**src/rtl/pixel_scanner.sv**
```systemverilog
// pixel_scanner: raster sweep engine for the 160x120 playfield.
//
// On a frame request it walks every pixel once, driving X/Y to the output
// generator, and delays the coordinates by LATENCY cycles so that vga_x,
// vga_y and plot line up with the generator's color output. done pulses
// once per frame so game logic can update state between frames.
//
// Ports:
//   clock    in   rising-edge clock
//   resetn   in   asynchronous active-low reset
//   start    in   frame request, only honoured in IDLE
//   X, Y     out  current scan coordinate (to output generator)
//   vga_x/y  out  coordinate delayed by LATENCY (to VGA adapter)
//   plot     out  VGA write enable, aligned with vga_x/vga_y/color
//   busy     out  frame in progress (scan + drain)
//   done     out  one-cycle end-of-frame pulse
//   overrun  out  sticky: internal frame tick arrived while busy
//
// Optional feature: define PIXEL_SCANNER_FRAME_TICK_EN to add a free-running
// FRAME_CYCLES counter whose wrap tick also starts frames. Without it,
// frames start only from start and overrun is tied low.
//
// All outputs are registered. The state machine runs one cycle ahead of
// X/Y/busy/done, so a start sampled at edge 0 shows pixel 0 after edge 1.
module pixel_scanner #(
    parameter int WIDTH        = 160,
    parameter int HEIGHT       = 120,
    parameter int LATENCY      = 2,
    parameter int FRAME_CYCLES = 833334
) (
    input  logic       clock,
    input  logic       resetn,
    input  logic       start,
    output logic [7:0] X,
    output logic [6:0] Y,
    output logic [7:0] vga_x,
    output logic [6:0] vga_y,
    output logic       plot,
    output logic       busy,
    output logic       done,
    output logic       overrun
);

    localparam logic [7:0] XMAX = 8'(WIDTH - 1);
    localparam logic [6:0] YMAX = 7'(HEIGHT - 1);
    localparam int         DW   = (LATENCY > 1) ? $clog2(LATENCY) : 1;
    localparam logic [DW-1:0] DMAX = DW'(LATENCY - 1);

    typedef enum logic [1:0] {IDLE, SCAN, DRAIN, DONE} state_t;

    state_t        state, state_nxt;
    logic [7:0]    x_cnt;
    logic [6:0]    y_cnt;
    logic [DW-1:0] drain_cnt;
    logic          req;
    logic          last_pix;

    // vld_pipe[0] is aligned with X/Y; vld_pipe[LATENCY] drives plot.
    logic [LATENCY:0]        vld_pipe;
    logic [LATENCY-1:0][7:0] xp;
    logic [LATENCY-1:0][6:0] yp;

`ifdef PIXEL_SCANNER_FRAME_TICK_EN
    localparam int FW = (FRAME_CYCLES > 1) ? $clog2(FRAME_CYCLES) : 1;

    logic [FW-1:0] fcnt;
    logic          tick;

    assign tick = (fcnt == FW'(FRAME_CYCLES - 1));
    assign req  = start | tick;

    // Free-running frame timer, independent of the scan.
    always_ff @(posedge clock or negedge resetn) begin
        if (!resetn) begin
            fcnt    <= '0;
            overrun <= 1'b0;
        end else begin
            fcnt <= tick ? '0 : fcnt + 1'b1;
            if (tick && state != IDLE)
                overrun <= 1'b1;
        end
    end
`else
    logic unused_frame;

    assign req          = start;
    assign overrun      = 1'b0;
    assign unused_frame = (FRAME_CYCLES != 0);
`endif

    assign last_pix = (state == SCAN) && (x_cnt == XMAX) && (y_cnt == YMAX);

    always_ff @(posedge clock or negedge resetn) begin
        if (!resetn) state <= IDLE;
        else         state <= state_nxt;
    end

    always_comb begin
        state_nxt = state;
        case (state)
            IDLE:    if (req) state_nxt = SCAN;
            SCAN:    if (last_pix) state_nxt = DRAIN;
            DRAIN:   if (drain_cnt == DMAX) state_nxt = DONE;
            DONE:    state_nxt = IDLE;
            default: state_nxt = IDLE;
        endcase
    end

    // Raster counters; they wrap to 0 after the last pixel, so DRAIN
    // and IDLE naturally see X=Y=0.
    always_ff @(posedge clock or negedge resetn) begin
        if (!resetn) begin
            x_cnt     <= '0;
            y_cnt     <= '0;
            drain_cnt <= '0;
        end else begin
            if (state == SCAN) begin
                if (x_cnt == XMAX) begin
                    x_cnt <= '0;
                    y_cnt <= (y_cnt == YMAX) ? 7'd0 : y_cnt + 7'd1;
                end else begin
                    x_cnt <= x_cnt + 8'd1;
                end
            end else begin
                x_cnt <= '0;
                y_cnt <= '0;
            end
            drain_cnt <= (state == DRAIN) ? drain_cnt + 1'b1 : '0;
        end
    end

    // Registered outputs plus the coordinate/valid delay line.
    always_ff @(posedge clock or negedge resetn) begin
        if (!resetn) begin
            X        <= '0;
            Y        <= '0;
            busy     <= 1'b0;
            done     <= 1'b0;
            vld_pipe <= '0;
            xp       <= '0;
            yp       <= '0;
        end else begin
            X           <= (state == SCAN) ? x_cnt : 8'd0;
            Y           <= (state == SCAN) ? y_cnt : 7'd0;
            busy        <= (state == SCAN) || (state == DRAIN);
            done        <= (state == DONE);
            vld_pipe[0] <= (state == SCAN);
            xp[0]       <= X;
            yp[0]       <= Y;
            for (int i = 1; i <= LATENCY; i++)
                vld_pipe[i] <= vld_pipe[i-1];
            for (int i = 1; i < LATENCY; i++) begin
                xp[i] <= xp[i-1];
                yp[i] <= yp[i-1];
            end
        end
    end

    assign plot  = vld_pipe[LATENCY];
    assign vga_x = xp[LATENCY-1];
    assign vga_y = yp[LATENCY-1];

endmodule

```
**config.mk**
```make
export PLATFORM = sky130hd
export DESIGN_NAME = pixel_scanner
export DESIGN_NICKNAME = d
export VERILOG_FILES = /design/src/rtl/pixel_scanner.sv
export SDC_FILE = /design/constraint.sdc
export NUM_CORES = 1
export LEC_CHECK = 0
export BUFFER_PORTS_ARGS = -buffer_cell sky130_fd_sc_hd__buf_2
export CAP_MARGIN = 15
export CORE_ASPECT_RATIO = 1.4
export CORE_MARGIN = 4
export CORE_UTILIZATION = 43
export CTS_CLUSTER_DIAMETER = 40
export DETAILED_ROUTE_END_ITERATION = 6
export HOLD_SLACK_MARGIN = 0.08
export PLACE_DENSITY_LB_ADDON = 0.2
export SLEW_MARGIN = 30
export SYNTH_ARGS = -nofsm -noshare
export SYNTH_HDL_FRONTEND = slang
export SYNTH_SLANG_ARGS = --single-unit
```
**constraint.sdc**
```tcl
create_clock -name clock -period 1.8 [get_ports clock]
set_input_delay 0.36 -clock clock [delete_from_list [all_inputs] [get_ports clock]]
set_output_delay 0.36 -clock clock [all_outputs]
set_load 0.01 [all_outputs]
```
==> flow_summary.toml <==
[placed_design]
postPlaceCellArea_mm2 = 0.00266
portBuffers = 35
place_congestion = 0.774
dp_hpwl_mm = 2.75
placedCellCount = 275

[clocking]
clock_latency_ps = 340
clkTransAtPathRegs_ps = 70
tritoncts = "done"
htreeDepth = 3
cts_root_buf = "clkbuf_8"
clockBufferDepth = 2
cts_buffers = 9
cts.sink_count = 68

[grt]
grt_first_pass_wirelength_mm = 6.73
grt_pass1_vias = 1414
grt_usage = 0.128
antenna_found_initial = 0
grt_start_max_net_pins = 30
grt-ovfl-total = 0

[timing]
fmax_mhz = 594
hold_viol = 0
tns_ps = 0
slew_headroom = 0.636
skew_ps = 9.91
period_minus_slack_ps = 1680
finalCritPeriodShare = 0.935
finalSetupViolCount = 0
tightest_slew_ps = 546
slew_viol_final = 0

[power_and_ir_drop]
p_sw_mw = 0.981
power_mw = 3.71
intPower_mw = 2.73
swShare = 0.264
vdd_ir_drop_max_uv = 805
combPwrFrac = 0.162
pwr-share-clk = 0.370
power_density_mw_per_mm2 = 1270
power_frac_seq = 0.468
power_leakage_nw = 1.52

[cells_and_area]
final_cell_mix = "dfrtp_1 (68), buf_2 (35), and2_1 (14), nor2_1 (14), clkbuf_8 (10)"
drive_gt1_frac = 0.284
design_area_mm2 = 0.00292
area_growth_pct = 18.0
final_common_cell = "dfrtp_1"
diodes = 0
instances_no_fill = 293
nets = 230

[floorplan]
coreArea_mm2 = 0.00557
start_util = 0.445
dieHeight_um = 97.8
die-area_mm2 = 0.00705
fp-row-count = 32
ios = 37
fp.dieW_um = 72.1

[critical_path]
arrival_ps = 1950
required_ps = 2070
crit_fanout = 7
critPathKind = "register to register"
cp-end-kind = "register"
crit_path_start_kind = "register"

[synthesis]
syn_inst = 184
yosys.area.top_type = "dfrtp_1"
yosysTopAreaCellShare = 0.687
syn_area_mm2 = 0.00248
yosys-top-cells-area = "dfrtp_1 (69%), buf_4 (5.2%), and2_1 (3.5%)"
ys_warn_count = 0
ys_seq_area_frac = 0.687
ys_types = 34
syn_nets = 194
syn_avg_cell_area_um2 = 13.5
ys_seq_elements = 68

[route]
ant_nets = 0
drt-initial-drc-count = 85
vias = 1385
first_pass_iters = 4
drc = 0
wl_per_cell_um = 13.5
routed_wl_mm = 3.95
routed_via_density = 4.73

[job]
max_cap_violations = 0

[hold_path]
hold_class = "register to register"

[status]
outcome = "complete, no violations"
==> worst max-delay path: stages (launching register included) <==
cell,delay [ps]
dfrtp_1,430
ha_4,170
and4_4,270
nand3_4,120
or4b_1,530
nand3_1,90
==> per-layer routing <==
layer  GRT usage  up-vias  routed length [um]
met1       0.134      686                1600
met5           0        -                   0
met3      0.0597        6                 202
li1            -      664                   -
met4      0.0695        0                  73
met2       0.209       29                2080
==> final cells by class <==
class                           count  area (um^2)
Fill cell                         491         2640
Sequential cell                    68         1700
Multi-Input combinational cell     92          637
Timing Repair Buffer               43          250
Clock buffer                       11          141
Clock inverter                      5         85.1
Tap cell                           68         85.1
Inverter                            6         22.5
==> through the flow <==
step | util | setup WS (ps) | hold slack, ps
floorplan | - | 156 | 64.4
global placement | 0.478 | 111 | 331
detailed placement | 0.478 | 86.2 | 335
CTS | 0.521 | 61.5 | 349
global route | 0.525 | -4.80 | 354
finish | 0.525 | 118 | 350
==> cells in the mapped netlist <==
library cell  number
and2_2             1
clkbuf_1           1
o21a_1             2
nand2_1            7
dfrtp_1           68
nand4b_1           1
inv_1              6
conb_1             1
buf_4             17
and4_4             1
o22ai_1            1
o21ai_0            3
or2_2              1
nor2_1            14
o22a_1             1
xnor2_1            3
nand4_1            1
and2_1            14
or3_1              2
nor3b_1            2
a31o_2             1
mux2i_1            4
a21oi_1            3
nand3_4            1
or4b_1             2
or2_1              1
ha_1               7
o311ai_0           1
xor2_1             4
nor2b_1            1
nand3_1            7
and3_1             1
o211ai_1           2
nor3_1             2
==> power by group through the flow <==
stage / logic (mW) / registers (mW) / clock network [mW]
floorplan: 0.343 / 1.77 / 0
global placement: 0.582 / 1.76 / 0
detailed placement: 0.593 / 1.76 / 0
CTS: 0.598 / 1.73 / 1.42
global route: 0.689 / 1.76 / 1.50
finish: 0.602 / 1.74 / 1.37
==> sequential cells by signal (all words and copies together), names as in the netlist, 2 cells and up <==
| register | cells |
|---|---|
| y_cnt | 7 |
| xp | 8 |
| state | 2 |
| Y | 7 |
| x_cnt | 8 |
| vga_x | 8 |
| vld_pipe | 3 |
| yp | 7 |
| X | 8 |
| vga_y | 7 |
==> worst paths after layout <==
kind	cells after the start	to	slack, ps	startpoint
setup reg to reg	5	state[0]	120	x_cnt[0]
setup / recovery	5	state[0]	120	x_cnt[0]
hold / removal	0	vga_x[3]	350	xp[3]
max in group asynchronous	3	X[7]	640	resetn
min in group asynchronous	2	vga_x[3]	540	resetn
hold reg to reg	0	vga_x[3]	350	xp[3]
==> timing repair <==
| action | CTS | global route |
|---|---|---|
| setup buffers | 0 | 1 |
| hold buffers | 1 | 0 |
| endpoints found under the setup margin | 0 | 2 |
| gates resized for setup | 0 | 3 |
| hold endpoints to repair | 22 | 0 |
==> cells by family after synthesis <==
family	count (synthesis)	synth area share
buffers and inverters	24	0.0621
other	1	0.00151
DFF	68	0.687
AOI/OAI and AO/OA	14	0.0374
muxes	4	0.0162
adders and majority gates	7	0.0354
and+or+nand+nor	59	0.135
xor gates and xnor gates	7	0.0248
Note: power is estimated with default switching activity, not from simulation.
